**config.mk**
```make
export PLATFORM = sky130hd
export DESIGN_NAME = word_to_block_gearbox
export DESIGN_NICKNAME = d
export VERILOG_FILES = /design/src/rtl/aes_types_pkg.sv /design/src/rtl/gearbox_lane_insert.sv /design/src/rtl/word_to_block_gearbox.sv
export SDC_FILE = /design/constraint.sdc
export NUM_CORES = 1
export LEC_CHECK = 0
export CAP_MARGIN = 20
export CORE_UTILIZATION = 55
export CTS_CLUSTER_SIZE = 28
export DETAILED_ROUTE_END_ITERATION = 6
export MAX_ROUTING_LAYER = met4
export PLACE_DENSITY = 0.82
export SYNTH_ARGS = -nofsm -noshare
export SYNTH_HDL_FRONTEND = slang
export SYNTH_SLANG_ARGS = --single-unit
```
**constraint.sdc**
```tcl
create_clock -name clk -period 5.35 [get_ports clk]
set_clock_uncertainty 0.2 [all_clocks]
set_input_delay 0.8025 -clock clk [delete_from_list [all_inputs] [get_ports clk]]
set_output_delay 0.8025 -clock clk [all_outputs]
set_load 0.05 [all_outputs]
```
**src/rtl/aes_types_pkg.sv**
```systemverilog
// Shared AES sizing constants and block/word types.
// The gearbox defaults to these so an AES state or key load is one
// 128-bit block assembled from four 32-bit bus words.
package aes_types_pkg;

    localparam int AES_BLOCK_W         = 128;
    localparam int AES_WORD_W          = 32;
    localparam int AES_WORDS_PER_BLOCK = AES_BLOCK_W / AES_WORD_W;

    typedef logic [AES_BLOCK_W-1:0] aes_block_t;
    typedef logic [AES_WORD_W-1:0]  aes_word_t;

endpackage

```
**src/rtl/gearbox_lane_insert.sv**
```systemverilog
// Combinational lane merge: returns acc with word written into the lane
// selected by idx. With MSB_FIRST=1, idx 0 is the top lane; otherwise
// idx 0 is the bottom lane. All other lanes pass acc through unchanged.
//   acc    : current accumulator (OUT_W)
//   word   : incoming word (IN_W)
//   idx    : word index within the block (CNT_W)
//   merged : acc with the selected lane replaced (OUT_W)
module gearbox_lane_insert
    import aes_types_pkg::*;
#(
    parameter int IN_W      = AES_WORD_W,
    parameter int RATIO     = AES_WORDS_PER_BLOCK,
    parameter bit MSB_FIRST = 1'b1,
    localparam int OUT_W    = IN_W * RATIO,
    localparam int CNT_W    = $clog2(RATIO + 1)
) (
    input  logic [OUT_W-1:0] acc,
    input  logic [IN_W-1:0]  word,
    input  logic [CNT_W-1:0] idx,
    output logic [OUT_W-1:0] merged
);

    // Each physical lane owns exactly one assign; the index-to-lane
    // mapping is resolved at elaboration time.
    for (genvar g = 0; g < RATIO; g++) begin : g_lane
        localparam int POS = MSB_FIRST ? (RATIO - 1 - g) : g;
        assign merged[POS*IN_W +: IN_W] =
            (idx == CNT_W'(g)) ? word : acc[POS*IN_W +: IN_W];
    end

endmodule

```
**src/rtl/word_to_block_gearbox.sv**
```systemverilog
// Narrow-to-wide gearbox: packs RATIO words of IN_W bits into one OUT_W
// block with valid/ready on both sides. in_last closes a block early
// (unwritten lanes stay zero). flush clears everything synchronously.
//   clk, reset_n              : clock, async active-low reset
//   flush                     : synchronous clear, dominates all inputs
//   in_data/in_valid/in_last  : word input, in_ready back-pressure
//   out_data/out_valid        : assembled block, out_ready from consumer
//   out_beats                 : words carried by out_data (1..RATIO)
//   out_last                  : block was closed by in_last
//   fill_level                : words currently held in the accumulator
module word_to_block_gearbox
    import aes_types_pkg::*;
#(
    parameter int IN_W      = AES_WORD_W,
    parameter int RATIO     = AES_WORDS_PER_BLOCK,
    parameter bit MSB_FIRST = 1'b1,
    localparam int OUT_W    = IN_W * RATIO,
    localparam int CNT_W    = $clog2(RATIO + 1)
) (
    input  logic             clk,
    input  logic             reset_n,
    input  logic             flush,
    input  logic [IN_W-1:0]  in_data,
    input  logic             in_valid,
    input  logic             in_last,
    output logic             in_ready,
    output logic [OUT_W-1:0] out_data,
    output logic             out_valid,
    input  logic             out_ready,
    output logic [CNT_W-1:0] out_beats,
    output logic             out_last,
    output logic [CNT_W-1:0] fill_level
);

    logic [OUT_W-1:0] acc;
    logic [OUT_W-1:0] merged;
    logic [CNT_W-1:0] cnt;
    logic             accept;
    logic             xfer;
    logic             complete;

    gearbox_lane_insert #(
        .IN_W      (IN_W),
        .RATIO     (RATIO),
        .MSB_FIRST (MSB_FIRST)
    ) u_insert (
        .acc    (acc),
        .word   (in_data),
        .idx    (cnt),
        .merged (merged)
    );

    // A held block blocks the accumulator too, even for non-completing
    // words, so block order on the output always matches word order.
    assign in_ready   = !out_valid || out_ready;
    assign accept     = in_valid && in_ready;
    assign xfer       = out_valid && out_ready;
    assign complete   = accept && ((cnt == CNT_W'(RATIO - 1)) || in_last);
    assign fill_level = cnt;

    always_ff @(posedge clk or negedge reset_n) begin
        if (!reset_n) begin
            acc       <= '0;
            cnt       <= '0;
            out_data  <= '0;
            out_valid <= 1'b0;
            out_beats <= '0;
            out_last  <= 1'b0;
        end else if (flush) begin
            acc       <= '0;
            cnt       <= '0;
            out_data  <= '0;
            out_valid <= 1'b0;
            out_beats <= '0;
            out_last  <= 1'b0;
        end else begin
            // out_data/beats/last deliberately hold after a transfer.
            if (xfer) begin
                out_valid <= 1'b0;
            end
            if (complete) begin
                out_data  <= merged;
                out_valid <= 1'b1;
                out_beats <= cnt + CNT_W'(1);
                out_last  <= in_last;
                acc       <= '0;
                cnt       <= '0;
            end else if (accept) begin
                acc <= merged;
                cnt <= cnt + CNT_W'(1);
            end
        end
    end

endmodule

```
==> results of run 1 <==
==> layout by cell type, fill, tap and decap left out, types with 35 or more instances in the layout <==
| cell | count |
|---|---|
| o21ai_0 | 35 |
| clkdlybuf4s50_1 | 171 |
| nand4_1 | 36 |
| dfrtp_1 | 264 |
| a211oi_1 | 128 |
| mux2i_1 | 96 |
| a31oi_1 | 160 |
| o32ai_1 | 64 |
| a21oi_1 | 39 |
| inv_1 | 68 |
==> kinds of logic after synthesis <==
logic type / Yosys count / share of synthesized area
flip-flops: 264 / 0.523
AND/OR/NAND/NOR: 178 / 0.0908
AO/OA/AOI/OAI: 432 / 0.232
adder cells (fa/ha/maj): 5 / 0.00495
multiplexers: 97 / 0.0770
buffers and inverters: 222 / 0.0717
==> where the power goes <==
part	switching (mW)	total [mW]	internal [mW]
registers	0.0558	2.13	2.07
logic	0.568	0.822	0.254
clock network	0.766	1.88	1.11
==> sequential cells by signal, indices dropped and copies added, names as in the netlist <==
name and count:
acc 128, out_data 128, fill_level 3, out_beats 3, out_last 1, out_valid 1
==> path summary, 6_finish.rpt <==
kind	from	endpoint	cells past startpoint
max in group asynchronous	reset_n	out_data[12]	2
worst max register to register	fill_level[0]	acc[40]	6
worst min-delay path	reset_n	out_data[89]	1
worst min register to register	acc[20]	acc[20]	1
worst max-delay path	out_ready	in_ready	4
min in group clk	acc[20]	acc[20]	1
==> routing by layer <==
| metal | GRT usage | part of all wire |
|---|---|---|
| met5 | - | 0 |
| met4 | 0.0943 | 0.033 |
| met2 | 0.508 | 0.49 |
| met1 | 0.412 | 0.40 |
| met3 | 0.0361 | 0.072 |
==> cell type report <==
| type | instances | area [µm²] | share of cell area |
|---|---|---|---|
| clock buffer | 38 | 787 | 0.0513 |
| clock inverter | 8 | 95.1 | 0.00620 |
| inverter | 69 | 262 | 0.0171 |
| multi-input combinational | 712 | 5180 | 0.338 |
| sequential | 264 | 6610 | 0.431 |
| tap | 285 | 357 | 0.0233 |
| timing repair buffer | 203 | 2040 | 0.133 |
==> per-stage QoR <==
step           setup slack [ns]  power (mW)
4_1_cts                    1.64        4.83
5_1_grt                    1.60        4.98
2_1_floorplan              2.41        2.66
3_3_place_gp               1.66        2.96
6_report                   1.62        4.83
3_5_place_dp               1.64        2.97
==> results.txt, run 1 <==
----------------------------------------------------
[Outcome]
  Result of the run ... complete, no violations

[Final layout]
  Final core utilization ... 0.679
  Area Growth Syn to Fin ... 21.4%
  Number of fillers in the final layout ... 1,712
  Final layout net count ... around 1,300
  Finished layout cell area ... 15,300 µm²
  Proportion of layout cells with a drive suffix above 1 ... 0.0672
  Diode insertion count for antenna repair ... 0
  Number of standard cells in the layout, taps in and fillers out ... ~1,600

[Logic synthesis]
  Async SR Flop Fraction ... 1.00
  Summed instance area of the synthesized netlist ... between 10,000 and 15,000 µm²
  Distinct cell type count after synthesis ... 25
  Yosys synthesis warning count ... 0
  Flop and latch count out of synthesis ... 264
  Cell accounting for the most synthesized area ... dfrtp_1
  EDFF count, synth ... 0
  Share of the synthesized area in the top cell type ... 0.523
  Dominant cells by area after synthesis ... dfrtp_1 52%, a31oi_1 8.0%, a211oi_1 7.7%, mux2i_1 7.6%, o32ai_1 4.4%
  Top cells by count, synth ... 264 x dfrtp_1, 161 x a31oi_1, 130 x a211oi_1
  Post-synthesis area per instance ... 10.5 µm²
  Library cell with the highest instance count after synthesis ... dfrtp_1
  Register area share after synthesis ... 0.523
  Post-Syn Nets ... 1,241
  Mapped Cells ... 1,198
  Most frequently used flop master after synthesis ... dfrtp_1

[Critical path]
  Data required time at the worst endpoint ... 4.35 ns
  Slowest stage cell, crit path ... clkdlybuf4s50_1
  Type of origin of the critical path ... input pin
  Worst Path Buf+Inv ... 3
  Start-to-end type of the worst setup path ... input pin to primary output
  Cell family contributing the most delay on the critical path ... buffers and inverters
  Type of element capturing the critical path ... primary output
  CP Data Arrival Time ... 2.73 ns
  Crit-path max FO ... 51
  Cells along the critical path ... clkdlybuf4s50_1, nor2b_4, inv_4, clkdlybuf4s50_1
  Crit-path most repeated cell ... clkdlybuf4s50_1
  Setup slack of the worst register-to-register path ... 2.34 ns
  Slowest stage delay, CP ... 0.94 ns

[STA]
  Final hold vios ... 0
  Count of endpoints failing setup in the final report ... 0
  Final total negative setup slack ... 0 ns
  RSZ-0062 raised after global routing ... false
  Worst Hold Slack ... 0.147 ns
  Max Transition Viols Final ... 0
  Final Cycle Share ... 0.697
  Transition time at the pin with the least slew margin ... 1.13 ns
  Min Clock Period, post-route ... 3.73 ns
  Timing-limited maximum frequency ... 0.268 GHz
  Relative slew margins ... 0.246

[GRT]
  Number of global-route vias before repair ... 10,500
  Antenna violations before repair ... 0
  Tot GR Track Use ... 0.312
  Largest net degree at the start of global routing ... 156
  First-pass GRT wire length ... 57,500 µm
  Total congestion overflow ... 0

[Routing]
  First-pass iteration count of the detailed router ... 5
  Count of antenna-violating nets left after detailed routing ... 0
  Detailed-route wire length per cell ... 22.8 µm
  Initial DRC Count ... 1,080
  Via Count ... approximately 11,000
  Wire length after detailed routing ... 36,000 µm
  # DRC ... 0
  Via-to-Cell Ratio ... 6.80

[Place]
  Area post-placement ... 14,400 µm²
  Total placed cells including tap cells ... about 1,500
  Global placement routability congestion ... slightly below 0.9
  Quantity of I/O buffers inserted on ports ... ~170
  Estimated wirelength of the detail-placed design ... between 20,000 and 25,000 µm

[Clock tree]
  Clk root buf ... clkbuf_16
  Post-CTS setup buffer count ... 0
  Hold bufs inserted after CTS ... 0
  TritonCTS buffer count ... 27
  Number of H-tree levels ... 1
  Clock Tree Buf Depth ... 3
  Clock latency on the worst-skew pair ... ~0.53 ns
  Gates resized, CTS repair ... 0
  Number of clock sinks ... 264
  CTS tree ... built
  Clock slew at the register clock pins of the worst setup and hold paths ... ~0.060 ns

[Pwr]
  Leakage power of the design ... 6.17 nW
  IR Drop Worst-Case VDD ... 0.202 mV
  PwrDens ... 315 nW/µm²

[Run]
  Count of maximum capacitance violations ... 0

[Die]
  Die width ... 154 µm
  Y dimension of the die ... roughly 150 µm
  Core area ... approximately 23,000 µm²
  I/O pin total ... 175
  Initial Util ... 0.560
  Die area ... between 20,000 and 25,000 µm²
  Number of rows created at floorplan ... 55

[Hold path]
  Class of the most critical hold timing path ... input pin to async pin

----------------------------------------------------
No activity file was read; power rests on OpenSTA's default activity.
==> inputs of run 2 (changes only) <==
CORE_UTILIZATION = 50   (was 55)
PLACE_DENSITY = 0.79   (was 0.82)
clock period = 3.4 ns   (was 5.35 ns; I/O delays follow)
==> results.txt, run 2 (synthesized netlist as in run 1, its figures left out) <==
----------------------------------------------------
[Die]
  Die area ... 25,900 µm²
  I/O pin total ... 175
  Core area ... roughly 25,000 µm²
  Number of rows created at floorplan ... 57
  Y dimension of the die ... 161 µm
  Initial Util ... 0.515
  Die width ... roughly 160 µm

[Critical path]
  Type of origin of the critical path ... register
  Slowest stage delay, CP ... between 0.9 and 1 ns
  Type of element capturing the critical path ... primary output
  Start-to-end type of the worst setup path ... register to primary output
  Crit-path max FO ... 20
  Worst Path Buf+Inv ... 1
  Slowest stage cell, crit path ... clkdlybuf4s50_1
  CP Data Arrival Time ... 2.24 ns
  Cells along the critical path ... clkdlybuf4s50_1
  Cell family contributing the most delay on the critical path ... buffers and inverters
  Data required time at the worst endpoint ... roughly 2.7 ns

[STA]
  Timing-limited maximum frequency ... approximately 0.34 GHz
  Min Clock Period, post-route ... 2.95 ns
  Final total negative setup slack ... 0 ns
  Setup slack of the critical path after layout ... 0.449 ns
  Max Transition Viols Final ... 0
  Worst Hold Slack ... 0.284 ns
  Final Cycle Share ... 0.868
  Final hold vios ... 0
  Count of endpoints failing setup in the final report ... 0
  Transition time at the pin with the least slew margin ... 0.754 ns
  RSZ-0062 raised after global routing ... false
  Relative slew margins ... 0.497

[Place]
  Post-Place Worst Slack ... slightly below 0.8 ns
  Total placed cells including tap cells ... 1,580
  Estimated wirelength of the detail-placed design ... 21,700 µm
  Global placement routability congestion ... about 0.85
  Area post-placement ... 14,600 µm²
  Quantity of I/O buffers inserted on ports ... around 170

[GRT]
  Largest net degree at the start of global routing ... 168
  First-pass GRT wire length ... 57,100 µm
  Total congestion overflow ... 0
  Tot GR Track Use ... 0.281
  Antenna violations before repair ... 1
  Number of global-route vias before repair ... 10,400

[Routing]
  Via-to-Cell Ratio ... 6.49
  Via Count ... 10,600
  Count of antenna-violating nets left after detailed routing ... 0
  Wire length after detailed routing ... 35,300 µm
  First-pass iteration count of the detailed router ... 5
  Detailed-route wire length per cell ... 21.7 µm
  Initial DRC Count ... 1,098
  # DRC ... 0

[Clock tree]
  Number of H-tree levels ... 1
  Clock latency on the worst-skew pair ... around 0.53 ns
  CTS tree ... built
  TritonCTS buffer count ... 27
  Clock slew at the register clock pins of the worst setup and hold paths ... 0.06 ns
  Number of clock sinks ... 264
  Clock Tree Buf Depth ... 3
  Clk root buf ... clkbuf_16

[Pwr]
  IR Drop Worst-Case VDD ... 0.332 mV
  Leakage power of the design ... 6.26 nW
  Total power consumption of the routed design ... slightly below 8 mW
  PwrDens ... 496 nW/µm²

[Final layout]
  Proportion of layout cells with a drive suffix above 1 ... 0.0751
  Leading cell types in the layout, fill and taps excluded ... 264 x dfrtp_1, 170 x clkdlybuf4s50_1, 160 x a31oi_1, 128 x a211oi_1, 96 x mux2i_1
  Finished layout cell area ... roughly 16,000 µm²
  Leading cell type in the layout, fill and taps excluded ... dfrtp_1
  Final core utilization ... 0.634
  Final layout net count ... between 1,000 and 1,500
  Leading registers by flop count ... acc (128), out_data (128)
  Number of fillers in the final layout ... 1,940
  Number of standard cells in the layout, taps in and fillers out ... between 1,500 and 2,000
  Area of all sequential standard cells ... 6610 µm²
  Area Growth Syn to Fin ... 23.1%
  Area of the multi-input gates ... 5180 µm²

[Hold path]
  Class of the most critical hold timing path ... register to register

[Outcome]
  Result of the run ... complete, no violations

[Run]
  Count of maximum capacitance violations ... 0

----------------------------------------------------
## run 2: cell types whose count changed in the layout (fill, tap and decap cells not counted), sizes merged
cell,change
inv,+1
clkbuf,+4
buf,+9
clkinv,-2
diode,+1
clkinvlp,-1
dlygate4sd3,+1
clkdlybuf4s50,-1
## run 2: path summary, 6_finish.rpt
kind | from | to | slack, ns | cells after the start
setup / recovery | fill_level[2] | fill_level[2] | 0.45 | 1
hold / removal | acc[22] | acc[22] | 0.28 | 1
setup reg to reg | fill_level[2] | acc[101] | 0.71 | 6
hold reg to reg | acc[22] | acc[22] | 0.28 | 1
max in group asynchronous | reset_n | acc[27] | 1.79 | 3
min in group asynchronous | reset_n | out_data[73] | 0.38 | 2
## run 2: layout make-up
| cell class | count | area share |
|---|---|---|
| antenna | 1 | 0.000161 |
| clock buffer | 42 | 0.0542 |
| clock inverter | 6 | 0.00579 |
| inverter | 69 | 0.0168 |
| multi-input combinational | 712 | 0.333 |
| sequential | 264 | 0.425 |
| tap | 324 | 0.0261 |
| timing repair buffer | 212 | 0.139 |
## run 2: routing by layer
| metal | vias up | part of all wire | GRT usage |
|---|---|---|---|
| met4 | 0 | 0.032 | 0.0948 |
| li1 | 4730 | - | - |
| met5 | - | 0 | - |
| met3 | 80 | 0.061 | 0.0338 |
| met2 | 443 | 0.49 | 0.445 |
| met1 | 5321 | 0.42 | 0.377 |
## run 2: power by group
part | internal, mW | switching (mW) | leakage [nW]
Combinational | 0.413 | 0.890 | 2.20
Sequential | 3.26 | 0.0847 | 3.60
Clock | 1.85 | 1.22 | 0.458
## run 2: repair_timing
action	in CTS	in global routing
resized for setup	0	0
endpoints found under the hold margin	89	0
hold buffers	1	0
buffers inserted	0	0
==> inputs of run 3 (changes only) <==
CORE_UTILIZATION = 30   (was 50)
PLACE_DENSITY = 0.53   (was 0.79)
==> results.txt, run 3 (synthesized netlist as in run 1, its figures left out) <==
----------------------------------------------------
[Outcome]
  Result of the run ... complete, no violations

[Place]
  Area post-placement ... ~15,000 µm²
  Total placed cells including tap cells ... 1,790
  Global placement routability congestion ... 0.787
  Estimated wirelength of the detail-placed design ... 26,400 µm
  Quantity of I/O buffers inserted on ports ... 174

[Pwr]
  Relative contribution of combinational cells to total power ... 0.164
  Internal power of the cells ... around 5.7 mW
  NetSw ... 2.37 mW
  IR Drop Worst-Case VDD ... between 0.3 and 0.4 mV
  Leakage power of the design ... 6.30 nW
  Share of total power consumed by net switching ... 0.293
  PwrDens ... 508 nW/µm²
  Sequential share of power ... 0.416
  Clock network fraction of total power ... 0.420

[Clock tree]
  Number of H-tree levels ... 1
  Post-CTS setup buffer count ... 0
  Number of clock sinks ... 264
  CTS tree ... built
  Clk root buf ... clkbuf_16
  Clock Tree Buf Depth ... 3
  Clock slew at the register clock pins of the worst setup and hold paths ... 0.06 ns
  Hold bufs inserted after CTS ... 1
  Clock latency on the worst-skew pair ... 0.55 ns
  TritonCTS buffer count ... 30
  Gates resized, CTS repair ... 0

[STA]
  Worst Hold Slack ... 0.282 ns
  Final hold vios ... 0
  Min Clock Period, post-route ... 2.97 ns
  Relative slew margins ... 0.374
  Timing-limited maximum frequency ... 0.337 GHz
  Transition time at the pin with the least slew margin ... 0.939 ns
  Final total negative setup slack ... 0 ns
  Count of endpoints failing setup in the final report ... 0
  Max Transition Viols Final ... 0
  Final Cycle Share ... 0.873
  RSZ-0062 raised after global routing ... false

[Final layout]
  Number of standard cells in the layout, taps in and fillers out ... approximately 1,800
  Proportion of layout cells with a drive suffix above 1 ... 0.0799
  Area Growth Syn to Fin ... 25.6%
  Finished layout cell area ... 15,900 µm²
  Diode insertion count for antenna repair ... 0
  Leading cell type in the layout, fill and taps excluded ... dfrtp_1
  Leading cell types in the layout, fill and taps excluded ... 264 x dfrtp_1, 170 x clkdlybuf4s50_1, 160 x a31oi_1, 128 x a211oi_1, 96 x mux2i_1
  Final layout net count ... 1,334
  Leading registers by flop count ... acc (128), out_data (128)

[Critical path]
  Start-to-end type of the worst setup path ... register to primary output
  Data required time at the worst endpoint ... 2.69 ns
  Cells along the critical path ... clkdlybuf4s50_1
  Cell family contributing the most delay on the critical path ... buffers and inverters
  Crit-path max FO ... 22
  Type of origin of the critical path ... register
  Type of element capturing the critical path ... primary output
  Slowest stage delay, CP ... 0.95 ns
  Setup slack of the worst register-to-register path ... roughly 0.62 ns
  Worst Path Buf+Inv ... 1
  CP Data Arrival Time ... 2.26 ns
  Slowest stage cell, crit path ... clkdlybuf4s50_1

[Die]
  Die width ... between 200 and 250 µm
  Number of rows created at floorplan ... 74
  Initial Util ... 0.307
  I/O pin total ... 175
  Y dimension of the die ... 207 µm
  Die area ... 42,900 µm²
  Core area ... 41,200 µm²

[Routing]
  Count of antenna-violating nets left after detailed routing ... 0
  Initial DRC Count ... 896
  Via Count ... 10,500
  Wire length after detailed routing ... 41,900 µm
  Via-to-Cell Ratio ... roughly 5.7
  # DRC ... 0
  Detailed-route wire length per cell ... 22.7 µm
  First-pass iteration count of the detailed router ... 5

[GRT]
  Total congestion overflow ... 0
  First-pass GRT wire length ... 66,200 µm
  Met2 Use GR ... 0.328
  Tot GR Track Use ... 0.198
  Global Route met3 Usage ... 0.0233
  Largest net degree at the start of global routing ... 168
  Number of global-route vias before repair ... 10,700
  Busiest grt layer ... met2
  Antenna violations before repair ... 0
  Met1 routing resource usage after global routing ... 0.264

[Run]
  Count of maximum capacitance violations ... 0

[Hold path]
  Class of the most critical hold timing path ... register to register

----------------------------------------------------
[run 3: final timing paths]
check	start	to	depth (start not counted)
worst min-delay path	acc[18]	acc[18]	1
worst max register to register	fill_level[2]	acc[39]	6
min in group asynchronous	reset_n	out_data[88]	2
worst min register to register	acc[18]	acc[18]	1
max in group asynchronous	reset_n	out_data[27]	3
worst max-delay path	fill_level[2]	fill_level[2]	1
[run 3: power groups by stage]
| stage | Combinational, mW | Clock, mW | Sequential (mW) |
|---|---|---|---|
| 3_3_place_gp | 1.32 | 0 | 3.41 |
| 2_1_floorplan | 0.460 | 0 | 3.72 |
| 5_1_grt | 1.41 | 3.57 | 3.37 |
| 4_1_cts | 1.34 | 3.44 | 3.36 |
| 6_report | 1.32 | 3.39 | 3.35 |
| 3_5_place_dp | 1.33 | 0 | 3.41 |
[run 3: stage by stage]
step	total power, mW	worst slack (ns)	util
finish	8.07	0.433	0.385
global route	8.35	0.315	0.385
CTS	8.14	0.384	0.385
detailed placement	4.74	0.597	0.360
global placement	4.74	0.607	0.360
floorplan	4.18	0.569	-
[run 3: layout make-up]
cell class,count,area [µm²]
Fill cell,4015,25300
Clock inverter,8,98.8
Timing Repair Buffer,214,2110
Clock buffer,47,936
Inverter,69,264
Sequential cell,264,6610
Tap cell,532,666
Multi-Input combinational cell,712,5180
[run 3: routing by layer]
metal / vias up / part of all wire
met3: 44 / 0.039
met2: 296 / 0.50
li1: 4742 / -
met5: - / 0
met4: 0 / 0.015
met1: 5445 / 0.44
==> RTL change: new RTL, config.mk and constraints of run 3 <==
`MSB_FIRST` is set to 1'b1 in 2 places; all go to 1'b0.
--- a/src/rtl/gearbox_lane_insert.sv
+++ b/src/rtl/gearbox_lane_insert.sv
@@ -11,5 +11,5 @@
     parameter int IN_W      = AES_WORD_W,
     parameter int RATIO     = AES_WORDS_PER_BLOCK,
-    parameter bit MSB_FIRST = 1'b1,
+    parameter bit MSB_FIRST = 1'b0,
     localparam int OUT_W    = IN_W * RATIO,
     localparam int CNT_W    = $clog2(RATIO + 1)
--- a/src/rtl/word_to_block_gearbox.sv
+++ b/src/rtl/word_to_block_gearbox.sv
@@ -14,5 +14,5 @@
     parameter int IN_W      = AES_WORD_W,
     parameter int RATIO     = AES_WORDS_PER_BLOCK,
-    parameter bit MSB_FIRST = 1'b1,
+    parameter bit MSB_FIRST = 1'b0,
     localparam int OUT_W    = IN_W * RATIO,
     localparam int CNT_W    = $clog2(RATIO + 1)
Function: changed (a bounded check fails within 4 cycles, from zero or initial values and one cycle with reset_n low).
==> RTL change against run 3 <==
Sequential share of layout area is 0.092 points higher; area after synthesis is 0.12% higher; sequential cell count stayed put; utilization is 0.085 points lower; final area is 0.22% lower; routed wire length is 0.51% higher; maximum frequency is 10% higher; global-route usage is 0.11 points higher; power is 2.6% lower; non-clock buffer count is 6 lower; combinational power hardly changed; sequential power hardly changed; setup slack better by 270 ps; critical path type unchanged.
==> RTL change: results (changes against run 3) <==
Parameter                              Value

Run status
  Status ... complete, no violations

Yosys
  Post-Synth Adder-Cell Area ... 0.004947 (-0.000005881)
  Most used standard cells in the synthesized netlist ... dfrtp_1, a31oi_1, a211oi_1
  Distinct cells, synth ... 27 (+8.0%)
  Sequential share of the synthesized area ... 0.5224 (-0.0006210)
  Share of synthesized area spent on multiplexers ... 0.07688 (-0.00009138)
  Most area-consuming cells after synthesis ... dfrtp_1, a31oi_1, a211oi_1
  Synth Flop Type ... dfrtp_1
  Area fraction in compound gates after synthesis ... 0.2322 (-0.0002760)

Final layout
  Final #Nets ... 1328 (-0.45%)
  Share of layout cells above drive strength 1 ... 0.07492 (-0.004985)

Critical path
  Count of cells along the worst register-to-register path ... 5 (-1)
  Delay of the slowest cell on the worst path ... 830 ps (-120 ps)
  Crit-path max FO ... 14 (-36%)
  Register-to-register setup slack ... 870 ps (+250 ps)
  Arrival time at the worst endpoint ... 1990 ps (-270 ps)
  Max stage delay cell, worst path ... clkdlybuf4s50_1

Global route
  Largest net degree at the start of global routing ... 87 (-48%)
  Vias in the first global route ... 10.56k (-1.5%)
  Antenna violations before repair ... 0 (unchanged)
  Global-route wire length before repair ... 66110 um (-0.21%)
  Residual overflow from global routing ... 0 (unchanged)
  Global-route usage over all layers ... 0.1992 (+0.001092)

Placed design
  Final HPWL from detailed placement ... 26040 um (-1.3%)
  Final GP Congestion ... 0.7741 (-1.7%)

CTS
  Cts-stage hold buffer count ... 1 (unchanged)
  Clk_lat worst skew ... around 560 ps

Min path
  Instance count along the most critical hold path ... 2 (+1)

Routing
  Violation count after the first detailed-routing iteration ... 774 (-14%)
  Routed WL ... 42100 um (+0.51%)
  Vias ... 10.36k (-1.5%)

Timing
  Transition at the pin with the smallest max-transition slack ... 783.3 ps (-155.9 ps)

Pwr
  VDD IR max ... 325.7 uV (-10%)
  Leakage power figure ... 6.246 nW (-0.90%)
## RTL change: per-layer routing
metal  wire, um  global-route usage  vias to the layer above
met3       1965             0.03253                       55
met1      18730              0.2654                     5280
met5          0                   -                        -
met4       1004             0.05224                        0
li1           -                   -                     4725
met2      20400              0.3143                      304
## RTL change: cells by family after synthesis
kind of cell,Yosys count
AOI/OAI and AO/OA,432
adders and majority gates,5
buffers and inverters,222
DFF,264
muxes,97
and+or+nand+nor,178
## RTL change: path summary, 6_finish.rpt
check                               from       endpoint
max                        fill_level[2]  fill_level[2]
min                                flush  out_data[124]
max reg2reg                fill_level[0]        acc[11]
min reg2reg                     acc[126]       acc[126]
max in group asynchronous        reset_n   out_data[93]
min in group asynchronous        reset_n  out_data[118]
## RTL change: through the flow
step	cells	hold WS, ps	area (um^2)	setup slack [ps]
2_1_floorplan	1198	14.41	12650	553.1
3_3_place_gp	1784	267.6	14840	577.9
3_5_place_dp	1784	271.7	14840	523.3
4_1_cts	1840	254.6	15830	673.5
5_1_grt	1840	291.9	15830	621.8
6_report	1840	273.4	15830	704.9
## RTL change: final cells by class
class	count	area (um^2)
clock buffer	50	947.2
clock inverter	5	27.53
fill	4046	25370
inverter	69	264.0
multi-input combinational	712	5199
sequential	264	6606
tap	532	665.6
timing repair buffer	208	2120
## RTL change: where the power goes
part           leakage [nW]  total, mW  switching [mW]  internal, mW
Sequential             3.60       3.35          0.0858          3.26
Clock                 0.480       3.19            1.31          1.88
Combinational          2.16       1.32           0.914         0.408
